[src/rtl/mem_arbiter_if.sv]
// Bundle of the core-side memory ports and the byte-wide RAM port served by mem_arbiter.
// The slave modport is the arbiter's view; master is the core plus RAM side.
interface mem_arbiter_if #(
    parameter int R_PORT     = 2,
    parameter int W_PORT     = 1,
    parameter int DATA_L     = 32,
    parameter int ADDR_L     = 32,
    parameter int MEM_ADDR_L = 17
);
    logic [R_PORT*DATA_L-1:0] co_din;
    logic [W_PORT*DATA_L-1:0] co_dout;
    logic [R_PORT*ADDR_L-1:0] co_raddr;
    logic [W_PORT*ADDR_L-1:0] co_waddr;
    logic [R_PORT-1:0]        co_re;
    logic [W_PORT-1:0]        co_we;
    logic [R_PORT*2-1:0]      co_rlen;
    logic [W_PORT*2-1:0]      co_wlen;
    logic [R_PORT-1:0]        co_rack;
    logic [W_PORT-1:0]        co_wack;
    logic [MEM_ADDR_L-1:0]    mem_addr;
    logic [7:0]               mem_dout;
    logic [7:0]               mem_din;
    logic                     mem_we;

    modport slave (
        output co_din, co_rack, co_wack, mem_addr, mem_dout, mem_we,
        input  co_dout, co_raddr, co_waddr, co_re, co_we, co_rlen, co_wlen, mem_din
    );

    modport master (
        input  co_din, co_rack, co_wack, mem_addr, mem_dout, mem_we,
        output co_dout, co_raddr, co_waddr, co_re, co_we, co_rlen, co_wlen, mem_din
    );
endinterface

[src/rtl/mem_arbiter.sv]
// Serialises two core read ports and one write port onto a byte-wide synchronous RAM,
// splitting and assembling 1-4 byte little-endian accesses with registered one-cycle acks.
module mem_arbiter #(
    parameter int R_PORT     = 2,
    parameter int W_PORT     = 1,
    parameter int DATA_L     = 32,
    parameter int ADDR_L     = 32,
    parameter int MEM_ADDR_L = 17
) (
    input  logic         clk,
    input  logic         rst,
    mem_arbiter_if.slave bus
);
    typedef enum logic [1:0] {IDLE, RD, WR, ACK} state_t;

    localparam int AZ = MEM_ADDR_L - 3;

    state_t                state_q, state_d;
    logic [MEM_ADDR_L-1:0] base_q, base_d;
    logic [2:0]            len_q, len_d;
    logic [2:0]            cnt_q, cnt_d;
    logic [DATA_L-1:0]     wdata_q, wdata_d;
    logic [DATA_L-1:0]     rbuf_q, rbuf_d;
    logic                  port_q, port_d;
    logic                  lastRd_q, lastRd_d;
    logic [MEM_ADDR_L-1:0] maddr_q, maddr_d;
    logic [7:0]            mdout_q, mdout_d;
    logic                  mwe_q, mwe_d;
    logic [DATA_L-1:0]     din0_q, din0_d;
    logic [DATA_L-1:0]     din1_q, din1_d;
    logic [R_PORT-1:0]     rack_q, rack_d;
    logic [W_PORT-1:0]     wack_q, wack_d;

    logic [2:0]            nextCnt;
    logic [1:0]            byteSel;
    logic                  rdPick;
    logic                  unusedAddrBits;

    assign bus.co_din   = {din1_q, din0_q};
    assign bus.co_rack  = rack_q;
    assign bus.co_wack  = wack_q;
    assign bus.mem_addr = maddr_q;
    assign bus.mem_dout = mdout_q;
    assign bus.mem_we   = mwe_q;

    assign unusedAddrBits = ^{bus.co_raddr[ADDR_L-1:MEM_ADDR_L],
                              bus.co_raddr[2*ADDR_L-1:ADDR_L+MEM_ADDR_L],
                              bus.co_waddr[ADDR_L-1:MEM_ADDR_L]};

    always_ff @(posedge clk or negedge rst) begin
        if (!rst) begin
            state_q  <= IDLE;
            base_q   <= '0;
            len_q    <= '0;
            cnt_q    <= '0;
            wdata_q  <= '0;
            rbuf_q   <= '0;
            port_q   <= 1'b0;
            lastRd_q <= 1'b0;
            maddr_q  <= '0;
            mdout_q  <= '0;
            mwe_q    <= 1'b0;
            din0_q   <= '0;
            din1_q   <= '0;
            rack_q   <= '0;
            wack_q   <= '0;
        end else begin
            state_q  <= state_d;
            base_q   <= base_d;
            len_q    <= len_d;
            cnt_q    <= cnt_d;
            wdata_q  <= wdata_d;
            rbuf_q   <= rbuf_d;
            port_q   <= port_d;
            lastRd_q <= lastRd_d;
            maddr_q  <= maddr_d;
            mdout_q  <= mdout_d;
            mwe_q    <= mwe_d;
            din0_q   <= din0_d;
            din1_q   <= din1_d;
            rack_q   <= rack_d;
            wack_q   <= wack_d;
        end
    end

    always_comb begin
        state_d  = state_q;
        base_d   = base_q;
        len_d    = len_q;
        cnt_d    = cnt_q;
        wdata_d  = wdata_q;
        rbuf_d   = rbuf_q;
        port_d   = port_q;
        lastRd_d = lastRd_q;
        maddr_d  = maddr_q;
        mdout_d  = mdout_q;
        mwe_d    = 1'b0;
        din0_d   = din0_q;
        din1_d   = din1_q;
        rack_d   = '0;
        wack_d   = '0;
        nextCnt  = cnt_q + 3'd1;
        byteSel  = cnt_q[1:0] - 2'd1;
        // lastRd_q resets to 0 so port 1 wins the first two-way contest
        rdPick   = (&bus.co_re) ? ~lastRd_q : bus.co_re[1];

        case (state_q)
            IDLE: begin
                if (bus.co_we[0]) begin
                    state_d = WR;
                    base_d  = bus.co_waddr[MEM_ADDR_L-1:0];
                    len_d   = {1'b0, bus.co_wlen[1:0]} + 3'd1;
                    wdata_d = bus.co_dout[DATA_L-1:0];
                    cnt_d   = '0;
                    maddr_d = bus.co_waddr[MEM_ADDR_L-1:0];
                    mdout_d = bus.co_dout[7:0];
                    mwe_d   = 1'b1;
                end else if (|bus.co_re) begin
                    state_d  = RD;
                    port_d   = rdPick;
                    lastRd_d = rdPick;
                    base_d   = rdPick ? bus.co_raddr[ADDR_L +: MEM_ADDR_L]
                                      : bus.co_raddr[MEM_ADDR_L-1:0];
                    len_d    = {1'b0, (rdPick ? bus.co_rlen[3:2] : bus.co_rlen[1:0])} + 3'd1;
                    cnt_d    = '0;
                    rbuf_d   = '0;
                    maddr_d  = base_d;
                end
            end
            RD: begin
                // mem_din lags the address by one cycle, so cycle cnt delivers byte cnt-1
                if (cnt_q != 3'd0) begin
                    rbuf_d[{byteSel, 3'b000} +: 8] = bus.mem_din;
                end
                if (cnt_q == len_q) begin
                    state_d        = ACK;
                    rack_d[port_q] = 1'b1;
                    if (port_q) begin
                        din1_d = rbuf_d;
                    end else begin
                        din0_d = rbuf_d;
                    end
                end else begin
                    cnt_d = nextCnt;
                    if (nextCnt < len_q) begin
                        maddr_d = base_q + {{AZ{1'b0}}, nextCnt};
                    end
                end
            end
            WR: begin
                if (nextCnt < len_q) begin
                    cnt_d   = nextCnt;
                    maddr_d = base_q + {{AZ{1'b0}}, nextCnt};
                    mdout_d = wdata_q[{nextCnt[1:0], 3'b000} +: 8];
                    mwe_d   = 1'b1;
                end else begin
                    state_d   = ACK;
                    wack_d[0] = 1'b1;
                end
            end
            ACK: begin
                state_d = IDLE;
            end
            default: begin
                state_d = IDLE;
            end
        endcase
    end
endmodule

[src/flat_wrapper.sv]
// flat-port wrapper written by rule: the top's interface ports become plain ports
module mem_arbiter_flat 
#(
    parameter int R_PORT     = 2,
    parameter int W_PORT     = 1,
    parameter int DATA_L     = 32,
    parameter int ADDR_L     = 32,
    parameter int MEM_ADDR_L = 17
)
  (clk, rst, bus_co_din, bus_co_rack, bus_co_wack, bus_mem_addr, bus_mem_dout, bus_mem_we, bus_co_dout, bus_co_raddr, bus_co_waddr, bus_co_re, bus_co_we, bus_co_rlen, bus_co_wlen, bus_mem_din);
  mem_arbiter_if #(.R_PORT(R_PORT), .W_PORT(W_PORT), .DATA_L(DATA_L), .ADDR_L(ADDR_L), .MEM_ADDR_L(MEM_ADDR_L)) bus_i ();
  input  logic clk;
  input  logic rst;
  output wire logic [$bits(bus_i.co_din)-1:0] bus_co_din;
  output wire logic [$bits(bus_i.co_rack)-1:0] bus_co_rack;
  output wire logic [$bits(bus_i.co_wack)-1:0] bus_co_wack;
  output wire logic [$bits(bus_i.mem_addr)-1:0] bus_mem_addr;
  output wire logic [$bits(bus_i.mem_dout)-1:0] bus_mem_dout;
  output wire logic [$bits(bus_i.mem_we)-1:0] bus_mem_we;
  input wire logic [$bits(bus_i.co_dout)-1:0] bus_co_dout;
  input wire logic [$bits(bus_i.co_raddr)-1:0] bus_co_raddr;
  input wire logic [$bits(bus_i.co_waddr)-1:0] bus_co_waddr;
  input wire logic [$bits(bus_i.co_re)-1:0] bus_co_re;
  input wire logic [$bits(bus_i.co_we)-1:0] bus_co_we;
  input wire logic [$bits(bus_i.co_rlen)-1:0] bus_co_rlen;
  input wire logic [$bits(bus_i.co_wlen)-1:0] bus_co_wlen;
  input wire logic [$bits(bus_i.mem_din)-1:0] bus_mem_din;
  assign bus_co_din = bus_i.co_din;
  assign bus_co_rack = bus_i.co_rack;
  assign bus_co_wack = bus_i.co_wack;
  assign bus_mem_addr = bus_i.mem_addr;
  assign bus_mem_dout = bus_i.mem_dout;
  assign bus_mem_we = bus_i.mem_we;
  assign bus_i.co_dout = bus_co_dout;
  assign bus_i.co_raddr = bus_co_raddr;
  assign bus_i.co_waddr = bus_co_waddr;
  assign bus_i.co_re = bus_co_re;
  assign bus_i.co_we = bus_co_we;
  assign bus_i.co_rlen = bus_co_rlen;
  assign bus_i.co_wlen = bus_co_wlen;
  assign bus_i.mem_din = bus_mem_din;
  mem_arbiter #(.R_PORT(R_PORT), .W_PORT(W_PORT), .DATA_L(DATA_L), .ADDR_L(ADDR_L), .MEM_ADDR_L(MEM_ADDR_L)) u_core (.clk(clk), .rst(rst), .bus(bus_i));
endmodule
[config.mk]
export PLATFORM = sky130hd
export DESIGN_NAME = mem_arbiter_flat
export DESIGN_NICKNAME = d
export VERILOG_FILES = /design/src/rtl/mem_arbiter_if.sv /design/src/rtl/mem_arbiter.sv /design/src/flat_wrapper.sv
export SDC_FILE = /design/constraint.sdc
export NUM_CORES = 1
export LEC_CHECK = 0
export ABC_AREA = 1
export BUFFER_PORTS_ARGS = -buffer_cell sky130_fd_sc_hd__buf_2
export CORE_AREA = 2 2 196 198
export CTS_BUF_LIST = sky130_fd_sc_hd__clkbuf_4 sky130_fd_sc_hd__clkbuf_8 sky130_fd_sc_hd__clkbuf_16
export DETAILED_ROUTE_END_ITERATION = 12
export DIE_AREA = 0 0 198 200
export SYNTH_ARGS = -nofsm -noshare
export SYNTH_HDL_FRONTEND = slang
export SYNTH_SLANG_ARGS = --single-unit
[constraint.sdc]
create_clock -name clk -period 3.65 [get_ports clk]
set_clock_uncertainty 0.15 [all_clocks]
set_input_delay 0.73 -clock clk [delete_from_list [all_inputs] [get_ports clk]]
set_output_delay 0.73 -clock clk [all_outputs]
set_load 0.01 [all_outputs]
Yosys cells after proc, flatten, opt, wreduce, memory -nomap -nowiden. Cells that the tools add are included.

Add/subtract/negate cells: 6. Magnitude comparators: 3. Eq/ne operators: 12. Shifts and indexed selects: 3. Multiplexer cells: 37. Bitwise operators: 2. Reductions and logical operators: 19.

Operators with widths (count): 32-bit 2-to-1 mux (3); 17-bit 2-to-1 mux (5); 32-bit one-hot mux with 2 select lines (1); 17-bit one-hot mux with 3 select lines (1); 32-bit bitwise mux (1); 8-bit by 7-bit variable shift with 32-bit output, first input constant (1); 32-bit by 6-bit variable part select with 8-bit output (1); 8-bit by 7-bit variable part select with 32-bit output (1); 3-bit AND reduction (7); 3-bit 2-to-1 mux (6); 17-bit by 3-bit adder with 17-bit output (1); 8-bit 2-to-1 mux (2); 8-bit one-hot mux with 2 select lines (1); 2-bit 2-to-1 mux (7); 3-bit one-hot mux with 3 select lines (1); 2-bit inequality test, second input constant (4); 2-bit one-hot mux with 4 select lines (1); 5-bit negator with 7-bit output (1); 2-bit by 1-bit adder with 3-bit output, second input constant (2); 1-bit 2-to-1 mux (6); 2-bit by 1-bit inequality test with 1-bit output, second input constant (3); 2-bit AND reduction (3); 2-bit nonzero test (3); 3-bit nonzero test (2); other kinds (16) (18).

Flip-flop bits (word level): 183. Input bits: 147. Output and inout port bits: 93. Word-level logic and storage cells: 96.

Logic depth before layout (Yosys ltp).
Depth after elaboration: 6. Mapped depth: 15. Gate-level depth less buffers: 13.

Worst setup path after synthesis. Ideal clock, no wire load.

Kind: register to register. Start point: register u_core.cnt_q[0]. End point: register u_core.maddr_q[10], in the netlist u_core.bus.mem_addr[10]. Library setup time: 117 ps. Data arrival time: 2433 ps. Required time: 3383 ps. Path slack: 951 ps. Cell stages (with the launch flop): 15. Path buffers: 2. Clock period less this slack: 2699 ps. Cell sequence: dfrtp_1 inv_1 clkbuf_1 ha_1 buf_2 inv_2 fa_1 inv_1 nand3_1 nand2_1 nand2_1 o21ai_0 nand3_1 nand2_1 nand2_1.

Word-level cells in the longest chain between the ends: 5. Elaborated cells between the ends (all ways): 9. Those cells by class: 2 x add/sub; 1 x order compare; 2 x eq/ne; 3 x mux; 1 x reduce/logical.

Ends and longest elaborated chain: from (decl) (RTL line mem_arbiter.sv:21) `logic [2:0] cnt_q, cnt_d;`; from (signal assigned) (RTL line mem_arbiter.sv:71) `cnt_q <= cnt_d;`; 3-bit by 1-bit adder with 3-bit output (RTL line mem_arbiter.sv:102) `nextCnt = cnt_q + 3'd1;`; 17-bit by 3-bit adder with 17-bit output / 3-bit less-than comparator (equally long branches); 17-bit 2-to-1 mux (RTL line mem_arbiter.sv:145, mem_arbiter.sv:151); 17-bit 2-to-1 mux (RTL line mem_arbiter.sv:135) `if (cnt_q == len_q) begin`; 17-bit one-hot mux with 3 select lines (RTL line mem_arbiter.sv:107) `case (state_q)`; to (signal assigned) (RTL line mem_arbiter.sv:76) `maddr_q <= maddr_d;`; to (decl) (RTL line mem_arbiter.sv:26) `logic [MEM_ADDR_L-1:0] maddr_q, maddr_d;`.

Several ways; a longest one is shown, not always the timed one. The select of a mux whose other input is x is not followed. A chain may end at the register's enable or synchronous reset.

Worst setup path in the final report.
Start point: register u_core.cnt_q[0]. End point: register u_core.maddr_q[6], in the netlist u_core.bus.mem_addr[6].

Same word-level chain as after synthesis.

==> flow_summary.yaml <==
layout:
  num-fill-cells: 4027
  finalNonFillerCells: 1864
  layout-drive-gt1-share: 0.198
  syn_to_final_growth_pct: 22.8
  nets: 1504
  multi_input_area_sq_mm: 0.00404
  ff_latch_area_sq_mm: 0.00458
floorplanning:
  fp.dieH_microns: 200
  die_w_microns: 198
  io-pin-count: 240
  start_util: 0.247
  core-area_sq_mm: 0.0374
  dieArea_sq_mm: 0.0396
  std_cell_rows: 71
synth:
  synth_cell_types: 36
  synth_top_area_frac: 0.496
  async_flop_share: 1.00
  yosys_warnings: 0
  synth_edf_count: 0
  syn_area_sq_mm: 0.00923
  synth_commonest_cells: "nand2_1 (410), dfrtp_1 (183), nand3_1 (92)"
  yosysTopAreaCell: "dfrtp_1"
  syn_avg_cell_area_sq_um: 7.92
  ys_seq_elements: 183
  ys.flop_type: "dfrtp_1"
  netlist_instances: 1165
  yosysSeqAreaShare: 0.496
  synthTopCellsByArea: "dfrtp_1 (50%), nand2_1 (17%), nand3_1 (5.0%)"
  synth.most_common_cell: "nand2_1"
  syn_nets: 1331
global_route:
  grt_usage: 0.141
  grt_max_degree: 113
  overflow: 0
  grt_pass1_vias: 7991
  grt_pass1_wl_microns: 43300
  antenna_found_initial: 2
timing:
  slew_viol_final: 0
  hold_viol: 0
  worstMarginPinSlew_ns: 0.999
  worst_slack_ns: 0.679
  relSlewSlack: 0.334
  fin_setup_tns_ns: 0
  max_freq_ghz: 0.337
  finalSetupViolCount: 0
  layout_worst_path_cycle_share: 0.814
  rsz0062_at_grt: "no"
  period_needed_ns: 2.97
pwr:
  p_leak_nw: 5.56
  irDropWorstVdd_uv: 381
  powerDensity_mw_per_mm2: 887
  p_total_mw: 10.1
detailed_routing:
  ant_nets: 0
  first_pass_iters: 6
  vias: 8412
  wire_per_inst_microns: 14.7
  drc: 0
  viasPerCell: 4.51
  drt_wl_total_microns: 27500
  first_iter_violations: 498
worst_setup_path:
  slowest_delay_ns: 0.35
  endpoint_kind: "register"
  worst-path-max-fanout: 17
  crit_path_cell_trace: "buf_4 -> inv_1 -> ha_1 -> buf_4 -> ha_1 -> nand3b_1 -> nand2_1 -> nand2_1 -> nand3_2 -> inv_2 -> nand3_1 -> nand2_1"
  slowest_stage: "dfrtp_1"
  startpoint_type: "register"
  path_common_cell: "nand2_1"
  cp.arrival_ns: 3.21
  crit_type: "register to register"
  critPathRequiredTime_ns: 3.89
cts:
  clk_pin_slew_ns: 0.08
  post_cts_buffers: 0
  cts_num_sinks: 183
  htree_num_levels: 4
  hold_buffers: 0
  cts.path.max_buffers: 2
  cts_buffers: 17
  ctsResizeCount: 0
  cts_tree: "built"
  root_buffer: "clkbuf_16"
  clock_latency_ns: 0.45
job:
  max_cap_viol_count: 0
min_path:
  hold_class: "primary input to async pin"
place:
  dp.cells: 1830
  portBuffers: 194
  place_congestion: 0.832
  dp_hpwl_microns: 19800
  place_ws_ns: 0.695
run_status:
  status: "completed"
[critical path, delay by kind of cell, from the launching register on]
family / cells / cell delay [ns]
simple gates: 6 / 0.85
flops: 1 / 0.35
buf+inv: 4 / 0.94
fa+ha+maj: 2 / 0.62
[power by group]
group	switching [mW]	internal [mW]	leakage [nW]
combinational	3.08	1.65	2.95
clock	0.986	0.940	0.300
sequential	0.536	2.87	2.31
[area by class of cell]
| type | instances | share of cell area |
|---|---|---|
| antenna | 2 | 0.000441 |
| clock inverter | 15 | 0.0178 |
| sequential | 183 | 0.404 |
| tap | 511 | 0.0564 |
| timing repair buffer | 211 | 0.0988 |
| multi-input combinational | 838 | 0.356 |
| inverter | 87 | 0.0288 |
| clock buffer | 17 | 0.0375 |
[path summary, 6_finish.rpt]
kind / startpoint / endpoint / slack, ns / cells past startpoint
hold / removal: rst / u_core.bus.mem_addr[5]$_DFFE_PN0P_ / 0.21 / 1
setup reg to reg: u_core.cnt_q[0]$_DFFE_PN0P_ / u_core.bus.mem_addr[6]$_DFFE_PN0P_ / 0.68 / 12
min in group clk: bus_co_dout[29] / u_core.wdata_q[29]$_DFFE_PN0P_ / 0.32 / 3
hold reg to reg: u_core.bus.mem_dout[2]$_DFFE_PN0P_ / u_core.bus.mem_dout[2]$_DFFE_PN0P_ / 0.33 / 2
max in group asynchronous: rst / u_core.bus.mem_addr[13]$_DFFE_PN0P_ / 2.28 / 2
setup / recovery: u_core.cnt_q[0]$_DFFE_PN0P_ / u_core.bus.mem_addr[6]$_DFFE_PN0P_ / 0.68 / 12
[metal layers]
layer,part of all wire,routed length [microns],track usage,up-vias
li1,-,-,-,4141
met1,0.48,13100,0.189,4047
met2,0.46,12800,0.228,198
met3,0.041,1140,0.0265,26
met4,0.017,477,0.0510,0
met5,0,0,0,-
[flip-flops by register name (all words and copies together) (netlist names)]
register	count
u_core.bus.mem_dout	8
u_core.state_q	2
u_core.base_q	17
u_core.din1_q	32
u_core.wdata_q	32
u_core.bus.mem_addr	17
u_core.bus.mem_we	1
u_core.bus.co_wack	1
u_core.cnt_q	3
u_core.rbuf_q	32
u_core.din0_q	32
u_core.port_q	1
u_core.len_q	3
u_core.bus.co_rack	2
[cell usage in the layout, fill, tap and decap left out, drive strengths merged]
master / count
inv: 92
diode: 2
nand3: 94
fa: 1
a21boi: 1
o21ai: 95
buf: 210
nor3: 24
nand3b: 4
a22oi: 2
dfrtp: 183
o22ai: 8
xor2: 1
nand4: 8
o211ai: 11
nand2: 414
a31oi: 3
or2: 4
clkinv: 10
nor2: 62
ha: 18
o21a: 48
xnor2: 2
and2: 1
a21oi: 37
clkbuf: 18
[metrics by stage]
step	instance area [sq um]	utilization	hold slack (ns)
2_1_floorplan	9230	-	0.284
6_report	11300	0.303	0.212
4_1_cts	11300	0.303	0.256
3_5_place_dp	10700	0.286	0.313
5_1_grt	11300	0.303	0.285
3_3_place_gp	10700	0.286	0.307
[kinds of logic after synthesis]
logic type / synth area share
and+or+nand+nor: 0.275
AOI/OAI and AO/OA: 0.133
DFF: 0.496
buffers and inverters: 0.0671
adders and majority gates: 0.0266
xor gates and xnor gates: 0.00285
Note: power is estimated with default switching activity, not from simulation.
